--- src/rtl/skid_crd_tx_if.sv ---
// Handshake/credit bundle between an upstream source, the credit transmitter
// and the downstream credit-counted skid buffer.
interface skid_crd_tx_if #(
    parameter int NB = 40,
    parameter int CW = 3
);
    logic [NB-1:0] in_tdata;
    logic          in_tvalid;
    logic          in_tready;
    logic [NB-1:0] out_tdata;
    logic          out_tvalid;
    logic          crd_ret;
    logic [CW-1:0] crd_cnt;
    logic [1:0]    link_state;
    logic          crd_err;

    modport master (
        input  in_tdata, in_tvalid, crd_ret,
        output in_tready, out_tdata, out_tvalid, crd_cnt, link_state, crd_err
    );

    modport slave (
        output in_tdata, in_tvalid, crd_ret,
        input  in_tready, out_tdata, out_tvalid, crd_cnt, link_state, crd_err
    );
endinterface

--- src/rtl/skid_crd_tx.sv ---
// Credit-based transmitter: one credit per forwarded beat, one back per crd_ret.
// Optional sticky overflow detection is built when SKID_CRD_TX_CHECK_EN is defined.
module skid_crd_tx #(
    parameter int n       = 5,
    parameter int nb      = n * 8,
    parameter int CREDITS = 4,
    parameter int CW      = $clog2(CREDITS + 1)
) (
    input logic              aclk,
    input logic              aresetn,
    skid_crd_tx_if.master    bus
);
    localparam logic [1:0]    ST_IDLE   = 2'b10;
    localparam logic [1:0]    ST_ACTIVE = 2'b11;
    localparam logic [1:0]    ST_STALL  = 2'b01;
    localparam logic [CW-1:0] CRED_MAX  = CW'(CREDITS);
    localparam logic [CW-1:0] CRED_ONE  = CW'(1);
    localparam logic [CW-1:0] CRED_ZERO = CW'(0);

    logic [CW-1:0] crd_cnt_q,    crd_cnt_d;
    logic [1:0]    link_state_q, link_state_d;
    logic [nb-1:0] out_tdata_q,  out_tdata_d;
    logic          out_tvalid_q, out_tvalid_d;
    logic          in_tready_s;
    logic          is_send_s;

    // Ready looks only at the registered count, so a returning credit is usable one cycle later.
    assign in_tready_s = (crd_cnt_q != CRED_ZERO);
    assign is_send_s   = bus.in_tvalid & in_tready_s;

    // Next credit count; a return while full saturates instead of wrapping.
    always_comb begin
        crd_cnt_d = crd_cnt_q;
        case ({is_send_s, bus.crd_ret})
            2'b10: crd_cnt_d = crd_cnt_q - CRED_ONE;
            2'b01: begin
                if (crd_cnt_q == CRED_MAX) begin
                    crd_cnt_d = crd_cnt_q;
                end else begin
                    crd_cnt_d = crd_cnt_q + CRED_ONE;
                end
            end
            default: crd_cnt_d = crd_cnt_q;
        endcase
    end

    // Link status decoded from the count about to be registered.
    always_comb begin
        link_state_d = ST_ACTIVE;
        if (crd_cnt_d == CRED_MAX) begin
            link_state_d = ST_IDLE;
        end else if (crd_cnt_d == CRED_ZERO) begin
            link_state_d = ST_STALL;
        end else begin
            link_state_d = ST_ACTIVE;
        end
    end

    // Output beat: pulse on send, payload held between sends.
    always_comb begin
        out_tvalid_d = is_send_s;
        if (is_send_s) begin
            out_tdata_d = bus.in_tdata;
        end else begin
            out_tdata_d = out_tdata_q;
        end
    end

    // State and output registers.
    always_ff @(posedge aclk or negedge aresetn) begin
        if (!aresetn) begin
            crd_cnt_q    <= CRED_MAX;
            link_state_q <= ST_IDLE;
            out_tvalid_q <= 1'b0;
            out_tdata_q  <= {nb{1'b0}};
        end else begin
            crd_cnt_q    <= crd_cnt_d;
            link_state_q <= link_state_d;
            out_tvalid_q <= out_tvalid_d;
            out_tdata_q  <= out_tdata_d;
        end
    end

`ifdef SKID_CRD_TX_CHECK_EN
    logic overflow_s;
    logic crd_err_q;

    assign overflow_s = bus.crd_ret & ~is_send_s & (crd_cnt_q == CRED_MAX);

    // Sticky overflow flag; only a reset clears it.
    always_ff @(posedge aclk or negedge aresetn) begin
        if (!aresetn) begin
            crd_err_q <= 1'b0;
        end else begin
            if (overflow_s) begin
                crd_err_q <= 1'b1;
                $error("skid_crd_tx: credit returned while all %0d credits held", CREDITS);
            end else begin
                crd_err_q <= crd_err_q;
            end
        end
    end

    assign bus.crd_err = crd_err_q;
`else
    assign bus.crd_err = 1'b0;
`endif

    assign bus.in_tready  = in_tready_s;
    assign bus.out_tvalid = out_tvalid_q;
    assign bus.out_tdata  = out_tdata_q;
    assign bus.crd_cnt    = crd_cnt_q;
    assign bus.link_state = link_state_q;
endmodule

--- src/flat_wrapper.sv ---
// flat-port wrapper written by rule: the top's interface ports become plain ports
module skid_crd_tx_flat 
#(
    parameter int n       = 5,
    parameter int nb      = n * 8,
    parameter int CREDITS = 4,
    parameter int CW      = $clog2(CREDITS + 1)
)
  (aclk, aresetn, bus_in_tdata, bus_in_tvalid, bus_crd_ret, bus_in_tready, bus_out_tdata, bus_out_tvalid, bus_crd_cnt, bus_link_state, bus_crd_err);
  skid_crd_tx_if #(.NB((40)), .CW(CW)) bus_i ();
  input logic aclk;
  input logic aresetn;
  input wire logic [$bits(bus_i.in_tdata)-1:0] bus_in_tdata;
  input wire logic [$bits(bus_i.in_tvalid)-1:0] bus_in_tvalid;
  input wire logic [$bits(bus_i.crd_ret)-1:0] bus_crd_ret;
  output wire logic [$bits(bus_i.in_tready)-1:0] bus_in_tready;
  output wire logic [$bits(bus_i.out_tdata)-1:0] bus_out_tdata;
  output wire logic [$bits(bus_i.out_tvalid)-1:0] bus_out_tvalid;
  output wire logic [$bits(bus_i.crd_cnt)-1:0] bus_crd_cnt;
  output wire logic [$bits(bus_i.link_state)-1:0] bus_link_state;
  output wire logic [$bits(bus_i.crd_err)-1:0] bus_crd_err;
  assign bus_i.in_tdata = bus_in_tdata;
  assign bus_i.in_tvalid = bus_in_tvalid;
  assign bus_i.crd_ret = bus_crd_ret;
  assign bus_in_tready = bus_i.in_tready;
  assign bus_out_tdata = bus_i.out_tdata;
  assign bus_out_tvalid = bus_i.out_tvalid;
  assign bus_crd_cnt = bus_i.crd_cnt;
  assign bus_link_state = bus_i.link_state;
  assign bus_crd_err = bus_i.crd_err;
  skid_crd_tx #(.n(n), .nb(nb), .CREDITS(CREDITS), .CW(CW)) u_core (.aclk(aclk), .aresetn(aresetn), .bus(bus_i));
endmodule
--- config.mk ---
export PLATFORM = sky130hd
export DESIGN_NAME = skid_crd_tx_flat
export DESIGN_NICKNAME = d
export VERILOG_FILES = /design/src/rtl/skid_crd_tx_if.sv /design/src/rtl/skid_crd_tx.sv /design/src/flat_wrapper.sv
export SDC_FILE = /design/constraint.sdc
export NUM_CORES = 1
export LEC_CHECK = 0
export ABC_AREA = 1
export CORE_MARGIN = 10
export CORE_UTILIZATION = 42
export CTS_BUF_LIST = sky130_fd_sc_hd__clkbuf_8
export DETAILED_ROUTE_END_ITERATION = 7
export PLACE_DENSITY = 0.82
export SYNTH_ARGS = -nofsm -noshare
export SYNTH_HDL_FRONTEND = slang
export SYNTH_SLANG_ARGS = --single-unit
--- constraint.sdc ---
create_clock -name aclk -period 2.1 [get_ports aclk]
set_input_delay 0.525 -clock aclk [delete_from_list [all_inputs] [get_ports aclk]]
set_output_delay 0.525 -clock aclk [all_outputs]
set_load 0.005 [all_outputs]
# Yosys cells after proc, flatten, opt, wreduce, memory -nomap -nowiden
# Cells that the tools add are included.
# totals
latchBits	0
mem_count	0
wordCells	17
reg_bits	46
rom_bits	0
ram_bits	0
# op_classes
n_shift	0
eq_ne	4
n_div	0
n_addsub	2
mul	0
order_cmp	0
n_reduce_logical	2
n_bitwise	1
n_mux	4
# op_table
cell	count
$eq A3 B3 Y1 const B	2
$pmux W3 S2	1
$mux W2	2
$add A3 B1 Y3 const B	1
$logic_not A3 Y1	1
$mux W3	1
$reduce_bool A3 Y1	1
$sub A3 B1 Y3 const B	1
$eq A2 B1 Y1 const B	1
$eq A2 B2 Y1 const B	1
$and A1 B1 Y1	1

# Longest topological paths before layout
# Gate-level depths: netlist (run 1).
# depth
depth_word	7
mapped_depth	13
depth_no_buf	12

# Worst setup path before layout (run 1)
# No wires, ideal clock.
# synth_timing
path_type	reg-to-reg
start	reg u_core.crd_cnt_q[0], in the netlist u_core.bus.crd_cnt[0]
end	reg u_core.link_state_q[0], in the netlist u_core.bus.link_state[0]
slack_ps	158
synth_period_minus_slack_ps	1942
arrival_time_ps	1820
path_buffers	1
stages_incl_launch_ff	14
path_cell_list	dfrtp_1 > inv_1 > ha_1 > nand2_2 > nand2_4 > inv_4 > buf_6 > ha_1 > inv_1 > nand2_1 > nand2_1 > nand2_1 > nor2_1 > nand2_1
# synth_between
elab_chain_cells	6
elab_cells_between_ends	11
classes_between	2 x add/sub; 4 x eq/ne; 3 x mux; 1 x bitwise; 1 x reduce/logical
# synth_lines
item	line	source
start: declaration	skid_crd_tx.sv:20	logic [CW-1:0] crd_cnt_q, crd_cnt_d;
start signal: assignment	skid_crd_tx.sv:77	crd_cnt_q <= crd_cnt_d;
$reduce_bool A3 Y1 *	skid_crd_tx.sv:28	assign in_tready_s = (crd_cnt_q != CRED_ZERO);
net bus_in_tready	flat_wrapper.sv:16	output wire logic [$bits(bus_i.in_tready)-1:0] bus_in_tready;
$and A1 B1 Y1 *	skid_crd_tx.sv:29	assign is_send_s = bus.in_tvalid & in_tready_s;
net u_core.is_send_s	skid_crd_tx.sv:25	logic is_send_s;
$eq A2 B1 Y1 or $eq A2 B2 Y1 (tied branches)	skid_crd_tx.sv:34	case ({is_send_s, bus.crd_ret})
$pmux W3 S2 *	skid_crd_tx.sv:34	
net u_core.crd_cnt_d[0]	skid_crd_tx.sv:20	
$eq A3 B3 Y1 *	skid_crd_tx.sv:50	if (crd_cnt_d == CRED_MAX) begin
$mux W2 *	skid_crd_tx.sv:50	
net u_core.link_state_d[0]	skid_crd_tx.sv:21	logic [1:0] link_state_q, link_state_d;
end signal: assignment	skid_crd_tx.sv:78	link_state_q <= link_state_d;
end: declaration	skid_crd_tx.sv:21	
# Mark *: on every way through the listed nets, which the timed path passes. The rest lies on a longest branch.
# A chain may end at the register's enable or synchronous reset.

# Worst setup path after layout (run 1)
# layout_timing
start	reg u_core.crd_cnt_q[2], in the netlist u_core.bus.crd_cnt[2]
end	out bus_crd_cnt[2]
# layout_rtl
item	line	source
end: declaration	flat_wrapper.sv:19	output wire logic [$bits(bus_i.crd_cnt)-1:0] bus_crd_cnt;
# No word-level cell between the ends.

==> PnR_summary.wiki, run 1 <==
{| class="wikitable"
! Metric !! Value
|-
| Standard cell area after detailed placement || ~2900 µm²
|-
| Share of synthesized area occupied by flip-flops and latches || 59.2%
|-
| Final number of setup-violating endpoints || 0
|-
| Antenna-violating nets left || 0
|-
| DR iter-0 viols || 82
|-
| Cell type with the highest aggregate area in the netlist || sky130_fd_sc_hd__dfrtp_1
|-
| P_int || 2720 µW
|-
| FMAX || 504 MHz
|-
| Area growth from synthesis to layout || 53.9%
|-
| Effective utilization at floorplan || 44.2%
|-
| Clock share of power || 12.3%
|-
| Power, Total || ~4200 µW
|-
| Share of power burned in registers || between 30% and 40%
|-
| Final net count || ~370
|-
| Power density over the cells || around 1400 nW/µm²
|-
| Switching component of the power || approximately 1500 µW
|-
| Netlist area before placement || 1950 µm²
|-
| Crit path largest cell delay || 0.56 ns
|-
| Share of the cycle needed by the critical path after routing || 94.6%
|-
| Data arrival time of the worst path || 1.46 ns
|-
| Number of nets produced by synthesis || roughly 280
|-
| Unrepaired setup endpoints after global routing || false
|-
| Result of the run || complete, no violations
|-
| Overflow after GRT || 0
|-
| Global-route wire length before repair || 8.53 mm
|-
| Vertical die dimension || 88.1 µm
|-
| Total CTS buffers || 5
|-
| Critical Path RT || 1.57 ns
|-
| Minimum clock period after layout || between 1.5 and 2 ns
|-
| Number of warnings printed during yosys synthesis || 0
|-
| Total of fill cells in the finished design || 369
|-
| Number of port buffers || 90
|-
| Max-capacitance violation count || 0
|-
| Hold Vio Cnt, Final || 0
|-
| Antenna diode instance count || 0
|-
| DRC violations left || 0
|-
| Vias || 1703
|-
| Library cell used as clock root buffer || sky130_fd_sc_hd__clkbuf_8
|-
| Combined global-route utilization of all metal layers || 13.7%
|-
| Cell type group with the largest total delay on the critical path || buffers and inverters
|-
| Clock latency reported for the late side of the worst-skew pair || approximately 0.30 ns
|-
| Crit path cell chain || buf_4 > clkdlybuf4s50_1
|-
| Number of pins with negative max-slew slack in the final report || 0
|-
| Final design area excluding fillers || 3000 µm²
|-
| Clock slew at reported path FFs || 0.09 ns
|-
| Antenna violations before repair || 0
|-
| Chip Width || 88.1 µm
|-
| Fraction of synthesized cell area taken by the top area cell type || 56.5%
|-
| Critical Path Sink Type || output port
|-
| Worst hold-check path type || input pin to async pin
|-
| Placeable core region || about 4400 µm²
|-
| Mean post-synth cell area || 8.48 µm²
|-
| Number of top-level design ports || 92
|-
| Distinct cells, synth || 17
|-
| Commonest cells after routing, fill and taps aside || sky130_fd_sc_hd__nand2_1, sky130_fd_sc_hd__clkdlybuf4s50_1, sky130_fd_sc_hd__dfrtp_1
|-
| Logic pwr share || 51.1%
|-
| Total number of H-tree levels || 2
|-
| Critical Path Source Type || flip-flop
|-
| Yosys reg bits || 46
|-
| Cells taking the most area after synthesis || sky130_fd_sc_hd__dfrtp_1, sky130_fd_sc_hd__nand2_1, sky130_fd_sc_hd__ha_1
|-
| Pin count of the biggest net entering global routing || 42
|-
| CP max FO || 2
|-
| Maximum count of clock buffers along a single path || 2
|-
| Post-detailed-placement half-perimeter wirelength || 3.99 mm
|-
| Cell with the largest stage delay on the worst path || sky130_fd_sc_hd__dfstp_2
|-
| Detailed-router iteration count before antenna repair || 4
|-
| Routability congestion estimate from global placement || 0.854
|-
| Crit path kind || flip-flop to output port
|-
| Vias per cell || 4.51
|-
| Share of total power consumed by net switching || between 30% and 40%
|-
| Leakage power of the design || 0.00152 µW
|-
| Setup skew after layout || 0.00790 ns
|-
| Total Wirelength || roughly 5.3 mm
|-
| Max rail drop VDD || roughly 0.00064 V
|-
| DIE AREA || around 7800 µm²
|-
| Most frequent standard cell in the layout excluding fill and tap cells || sky130_fd_sc_hd__nand2_1
|-
| Count of clock tree sinks || 46
|-
| Vias in the first global route || roughly 1800
|-
| Post-synthesis instance total || 230
|-
| CTS tree || built
|-
| Ratio of cells with drive above 1 in the final layout || 6.75%
|-
| Routed length per placed instance || 14.0 µm
|-
| Row count || 24
|-
| CP Buf/Inv Count || 2
|}
-- routing by layer --
layer / global-route usage (%) / wire length [µm] / vias to the layer above
li1: - / - / 875
met1: 15.4 / 2160 / 759
met2: 22.4 / 2520 / 62
met3: 5.85 / 542 / 7
met4: 5.85 / 85 / 0
met5: 0 / 0 / -
-- repair_timing --
item / 4_1_cts / 5_1_grt
endpoints found under the setup margin: 1 / 1
buffers inserted: 3 / 0
resized for setup: 1 / 2
endpoints found under the hold margin: 0 / 0
hold buffers: 0 / 0
-- worst register-to-register path, cell delays in order (launching register included) --
cell	delay [ns]
sky130_fd_sc_hd__dfrtp_1	0.39
sky130_fd_sc_hd__inv_1	0.13
sky130_fd_sc_hd__ha_4	0.18
sky130_fd_sc_hd__nand2_2	0.08
sky130_fd_sc_hd__nand2_4	0.10
sky130_fd_sc_hd__inv_4	0.04
sky130_fd_sc_hd__ha_1	0.33
sky130_fd_sc_hd__inv_1	0.12
sky130_fd_sc_hd__nand2_1	0.09
sky130_fd_sc_hd__nand2_1	0.06
sky130_fd_sc_hd__nand2_1	0.06
sky130_fd_sc_hd__nor2_1	0.16
sky130_fd_sc_hd__nand2_1	0.07
-- area by class of cell --
| class | count | area (µm²) | share of cell area (%) |
|---|---|---|---|
| Timing Repair Buffer | 97 | 963 | 32.1 |
| Sequential cell | 46 | 1150 | 38.4 |
| Tap cell | 52 | 65.1 | 2.17 |
| Multi-Input combinational cell | 164 | 692 | 23.1 |
| Inverter | 11 | 43.8 | 1.46 |
| Clock inverter | 3 | 13.8 | 0.459 |
| Clock buffer | 5 | 68.8 | 2.29 |
-- registers in the layout, summed over array words and instances (netlist names) --
signal,count
u_core.bus.out_tdata,40
u_core.bus.crd_cnt,3
u_core.bus.link_state,2
u_core.bus.out_tvalid,1
-- stage by stage --
step | std cells | hold slack (ns) | setup WS (ns) | TNS (ns) | util, %
after global routing | 378 | 0.164 | 0.0474 | 0 | 68.0
after CTS | 378 | 0.148 | 0.00268 | 0 | 67.7
after floorplan | 230 | 0.229 | 0.158 | 0 | -
after detailed placement | 367 | 0.464 | -0.0616 | -0.0734 | 65.2
after global placement | 367 | 0.462 | 0.0527 | 0 | 65.2
final | 378 | 0.137 | 0.114 | 0 | 68.0
-- synthesized netlist by cell type --
library cell and number:
sky130_fd_sc_hd__nand2_1 142, sky130_fd_sc_hd__dfrtp_1 44, sky130_fd_sc_hd__inv_1 9, sky130_fd_sc_hd__nor2_1 6
sky130_fd_sc_hd__ha_1 5, sky130_fd_sc_hd__nand3_1 5, sky130_fd_sc_hd__buf_2 4, sky130_fd_sc_hd__buf_6 4
sky130_fd_sc_hd__dfstp_2 2, sky130_fd_sc_hd__o21ai_0 2, sky130_fd_sc_hd__a21oi_1 1, sky130_fd_sc_hd__buf_4 1
sky130_fd_sc_hd__conb_1 1, sky130_fd_sc_hd__inv_2 1, sky130_fd_sc_hd__inv_4 1, sky130_fd_sc_hd__nand2_2 1
sky130_fd_sc_hd__nand2_4 1
-- kinds of logic (layout without fill, tap and decap cells) --
kind of cell             after synthesis  after routing  share of synthesized area, %
AND/OR/NAND/NOR                      155            155                          30.7
flip-flops                            46             46                          59.2
buffers and inverters                 20            116                          5.97
adder cells (fa/ha/maj)                5              5                          3.21
AO/OA/AOI/OAI                          3              3                         0.770
other                                  1              1                         0.192
-- final timing paths --
path                            cells past startpoint                startpoint  slack [ns]                        to
worst max-delay path                                2     u_core.bus.crd_cnt[2]        0.11            bus_crd_cnt[2]
worst min-delay path                                1                   aresetn        0.14  u_core.bus.out_tdata[12]
worst max register to register                     12     u_core.bus.crd_cnt[0]        0.19  u_core.bus.link_state[0]
worst min register to register                      2  u_core.bus.out_tdata[21]        0.48  u_core.bus.out_tdata[21]
max in group asynchronous                           2                   aresetn        1.41     u_core.bus.crd_cnt[2]
min in group aclk                                   2  u_core.bus.out_tdata[21]        0.48  u_core.bus.out_tdata[21]
-- power groups by stage --
stage / Clock, µW / Sequential, µW / Combinational (µW)
global placement: 0 / 1560 / 2050
finish: 515 / 1540 / 2150
floorplan: 0 / 1600 / 883
detailed placement: 0 / 1560 / 2110
CTS: 531 / 1540 / 2170
global route: 565 / 1580 / 2400
(Power assumes the default switching activity.)
==> run 2, diff against run 1 <==
--- a/config.mk
+++ b/config.mk
@@ -7,10 +7,10 @@
 export LEC_CHECK = 0
 export ABC_AREA = 1
 export CORE_MARGIN = 10
-export CORE_UTILIZATION = 42
+export CORE_UTILIZATION = 38
 export CTS_BUF_LIST = sky130_fd_sc_hd__clkbuf_8
 export DETAILED_ROUTE_END_ITERATION = 7
-export PLACE_DENSITY = 0.82
+export PLACE_DENSITY = 0.78
 export SYNTH_ARGS = -nofsm -noshare
 export SYNTH_HDL_FRONTEND = slang
 export SYNTH_SLANG_ARGS = --single-unit
==> constraint.sdc (replaced) <==
create_clock -name aclk -period 1.65 [get_ports aclk]
set_input_delay 0.4125 -clock aclk [delete_from_list [all_inputs] [get_ports aclk]]
set_output_delay 0.4125 -clock aclk [all_outputs]
set_load 0.005 [all_outputs]
==> PnR_summary.wiki, run 2 (synthesis results as in run 1) <==
{| class="wikitable"
! Metric !! Value
|-
| Placeable core region || 5040 µm² (+14%)
|-
| Total CTS buffers || 5 (unchanged)
|-
| Clock share of power || 12.0% (-0.3 points)
|-
| Routability congestion estimate from global placement || 0.875 (+2.4%)
|-
| Minimum clock period after layout || 1.62 ns
|-
| Critical Path Sink Type || flip-flop
|-
| Vias per cell || 4.38 (-2.9%)
|-
| Cell with the largest stage delay on the worst path || sky130_fd_sc_hd__dfrtp_1
|-
| CP Buf/Inv Count || 3 (+1)
|-
| Number of port buffers || 90 (unchanged)
|-
| Unrepaired setup endpoints after global routing || true
|-
| Logic pwr share || 52.8% (+1.7 points)
|-
| Maximum count of clock buffers along a single path || 2 (unchanged)
|-
| Share of total power consumed by net switching || 36.1% (+0.83 points)
|-
| Detailed-router iteration count before antenna repair || 4 (unchanged)
|-
| Routed length per placed instance || 14.2 µm (+1.3%)
|-
| Share of power burned in registers || 35.2% (-1.4 points)
|-
| Result of the run || complete, no violations
|-
| Hold_buf cts || 0 (unchanged)
|-
| Vertical die dimension || 91.6 µm (+4.0%)
|-
| Largest register FFs || 40 (unchanged)
|-
| CP max FO || 4 (+2)
|-
| Total Wirelength || 5.69 mm (+7.4%)
|-
| Power density over the cells || 1790 nW/µm² (+28%)
|-
| Global-route wire length before repair || 9.34 mm (+9.5%)
|-
| Row count || 26 (+8.3%)
|-
| DIE AREA || 8400 µm² (+8.1%)
|-
| Combined global-route utilization of all metal layers || 13.4% (-0.31 points)
|-
| P_int || 3560 µW (+31%)
|-
| Most congested layer reported by global routing || met2
|-
| Max rail drop VDD || 0.000933 V (+45%)
|-
| Antenna-violating nets left || 0 (unchanged)
|-
| Total number of H-tree levels || 2 (unchanged)
|-
| DR iter-0 viols || 56 (-32%)
|-
| Vias || 1755 (+3.1%)
|-
| Count of clock tree sinks || 46 (unchanged)
|-
| Crit path largest cell delay || 0.41 ns (-0.15 ns)
|-
| Least setup slack across all paths after layout || 0.0261 ns (-0.0880 ns)
|-
| Number of pins with negative max-slew slack in the final report || 0 (unchanged)
|-
| Antenna diode instance count || 0 (unchanged)
|-
| Cell type group with the largest total delay on the critical path || simple AND/OR/NAND/NOR gates
|-
| Met1 routing resource usage after global routing || 14.6% (-0.87 points)
|-
| Setup skew after layout || 0.00703 ns (-0.000866 ns)
|-
| Commonest cells after routing, fill and taps aside || sky130_fd_sc_hd__nand2_1, sky130_fd_sc_hd__clkdlybuf4s50_1, sky130_fd_sc_hd__dfrtp_1
|-
| DRC violations left || 0 (unchanged)
|-
| Total of fill cells in the finished design || 447 (+21%)
|-
| Clock slew at reported path FFs || 0.09 ns (about the same)
|-
| Effective utilization at floorplan || 38.7% (-5.5 points)
|-
| Library cell used as clock root buffer || sky130_fd_sc_hd__clkbuf_8
|-
| Met2 GRT Util || 22.9% (+0.57 points)
|-
| Clock latency reported for the late side of the worst-skew pair || 0.29 ns (about the same)
|-
| FMAX || ~600 MHz
|-
| Pin count of the biggest net entering global routing || 42 (unchanged)
|-
| Worst hold-check path type || input pin to async pin
|-
| Critical Path Source Type || flip-flop
|-
| Leakage power of the design || 0.00157 µW (+3.4%)
|-
| Overflow after GRT || 0 (unchanged)
|-
| Share of the cycle needed by the critical path after routing || 98.4%
|-
| Hold Vio Cnt, Final || 0 (unchanged)
|-
| Switching component of the power || 2010 µW (+36%)
|-
| Final net count || 379 (+1.3%)
|-
| Data arrival time of the worst path || 1.81 ns (+0.35 ns)
|-
| Chip Width || 91.6 µm (+4.0%)
|-
| Ratio of cells with drive above 1 in the final layout || 11.8% (+5.0 points)
|-
| Area growth from synthesis to layout || 59.4%
|-
| Vias in the first global route || 1871 (+6.2%)
|-
| Critical Path RT || 1.83 ns (+0.26 ns)
|-
| Crit path cell chain || inv_2 > ha_4 > nand2_4 > nand2_4 > inv_4 > ha_4 > inv_2 > nand2_2 > nand2_1 > nand2_2 > nor2_4 > nand2_1
|-
| Antenna violations before repair || 0 (unchanged)
|-
| Crit path kind || flip-flop to flip-flop
|-
| Standard cell area after detailed placement || 2970 µm² (+3.1%)
|-
| CTS tree || built
|-
| Most frequent standard cell in the layout excluding fill and tap cells || sky130_fd_sc_hd__nand2_1
|-
| Setup slack after placement || -0.226 ns (-0.164 ns)
|-
| Number of top-level design ports || 92 (unchanged)
|-
| Max-capacitance violation count || 0 (unchanged)
|-
| Met3 track demand over resource || 6.68% (+0.83 points)
|-
| Post-detailed-placement half-perimeter wirelength || 4.34 mm (+8.7%)
|-
| Final design area excluding fillers || 3110 µm² (+3.5%)
|-
| Final number of setup-violating endpoints || 0 (unchanged)
|}
[run 2: cell count changes in the layout (fill, tap and decap cells not counted), sizes merged]
cell           change
clkdlybuf4s50      -6
clkbuf             +1
dlymetal6s2s       +1
dlygate4sd2        +4
buf                +5
[run 2: layout make-up]
cell class,instances,area [µm²],share of cell area (%)
Inverter,11,43.8,1.41
Clock buffer,5,68.8,2.22
Multi-Input combinational cell,164,738,23.8
Sequential cell,46,1150,37.1
Clock inverter,3,17.5,0.564
Tap cell,70,87.6,2.82
Timing Repair Buffer,102,997,32.1
[run 2: metrics by stage]
step	hold slack (ns)	total power (µW)	cells	setup TNS (ns)	utilization, %
final	0.0430	5570	401	0	61.6
after global routing	0.0572	6050	401	-0.128	61.6
after CTS	0.0487	5550	398	-0.0739	60.5
after detailed placement	0.378	4880	390	-2.91	58.9
after global placement	0.375	4770	390	-1.54	58.9
after floorplan	0.117	3240	230	-0.0724	-
[run 2: per-layer routing]
layer  up-vias  wire, µm
met5         -         0
met4         0        38
met3         4       551
met2        62      2870
met1       802      2230
li1        887         -
[run 2: what timing repair did]
item                       CTS  global route
resized for setup            6            14
pin swaps                    0             9
setup endpoints to repair    6             7
buffers inserted             0             3
gates cloned                 0             0
[run 2: path summary, 6_finish.rpt]
| kind | startpoint | end | slack, ns | cells past startpoint |
|---|---|---|---|---|
| min | aresetn | u_core.bus.out_tdata[6] | 0.04 | 1 |
| min reg2reg | u_core.bus.out_tdata[23] | u_core.bus.out_tdata[23] | 0.48 | 2 |
| max reg2reg | u_core.bus.crd_cnt[0] | u_core.bus.link_state[0] | 0.03 | 12 |
| min in group aclk | u_core.bus.out_tdata[23] | u_core.bus.out_tdata[23] | 0.48 | 2 |
| max in group asynchronous | aresetn | u_core.bus.crd_cnt[1] | 1.11 | 2 |
| max | u_core.bus.crd_cnt[0] | u_core.bus.link_state[0] | 0.03 | 12 |
[run 2: power groups by stage]
stage,sequential [µW],clock (µW),combinational [µW]
finish,1960,668,2940
floorplan,2040,0,1200
global route,2040,745,3270
global placement,1960,0,2810
detailed placement,1980,0,2900
CTS,1970,707,2880
[run 2: worst reg2reg max path: cells and delay by family, from the launching register on]
family                     cells  cell delay [ns]
and+or+nand+nor                7             0.51
adders and majority gates      2             0.41
DFF                            1             0.41
buffers and inverters          3             0.21
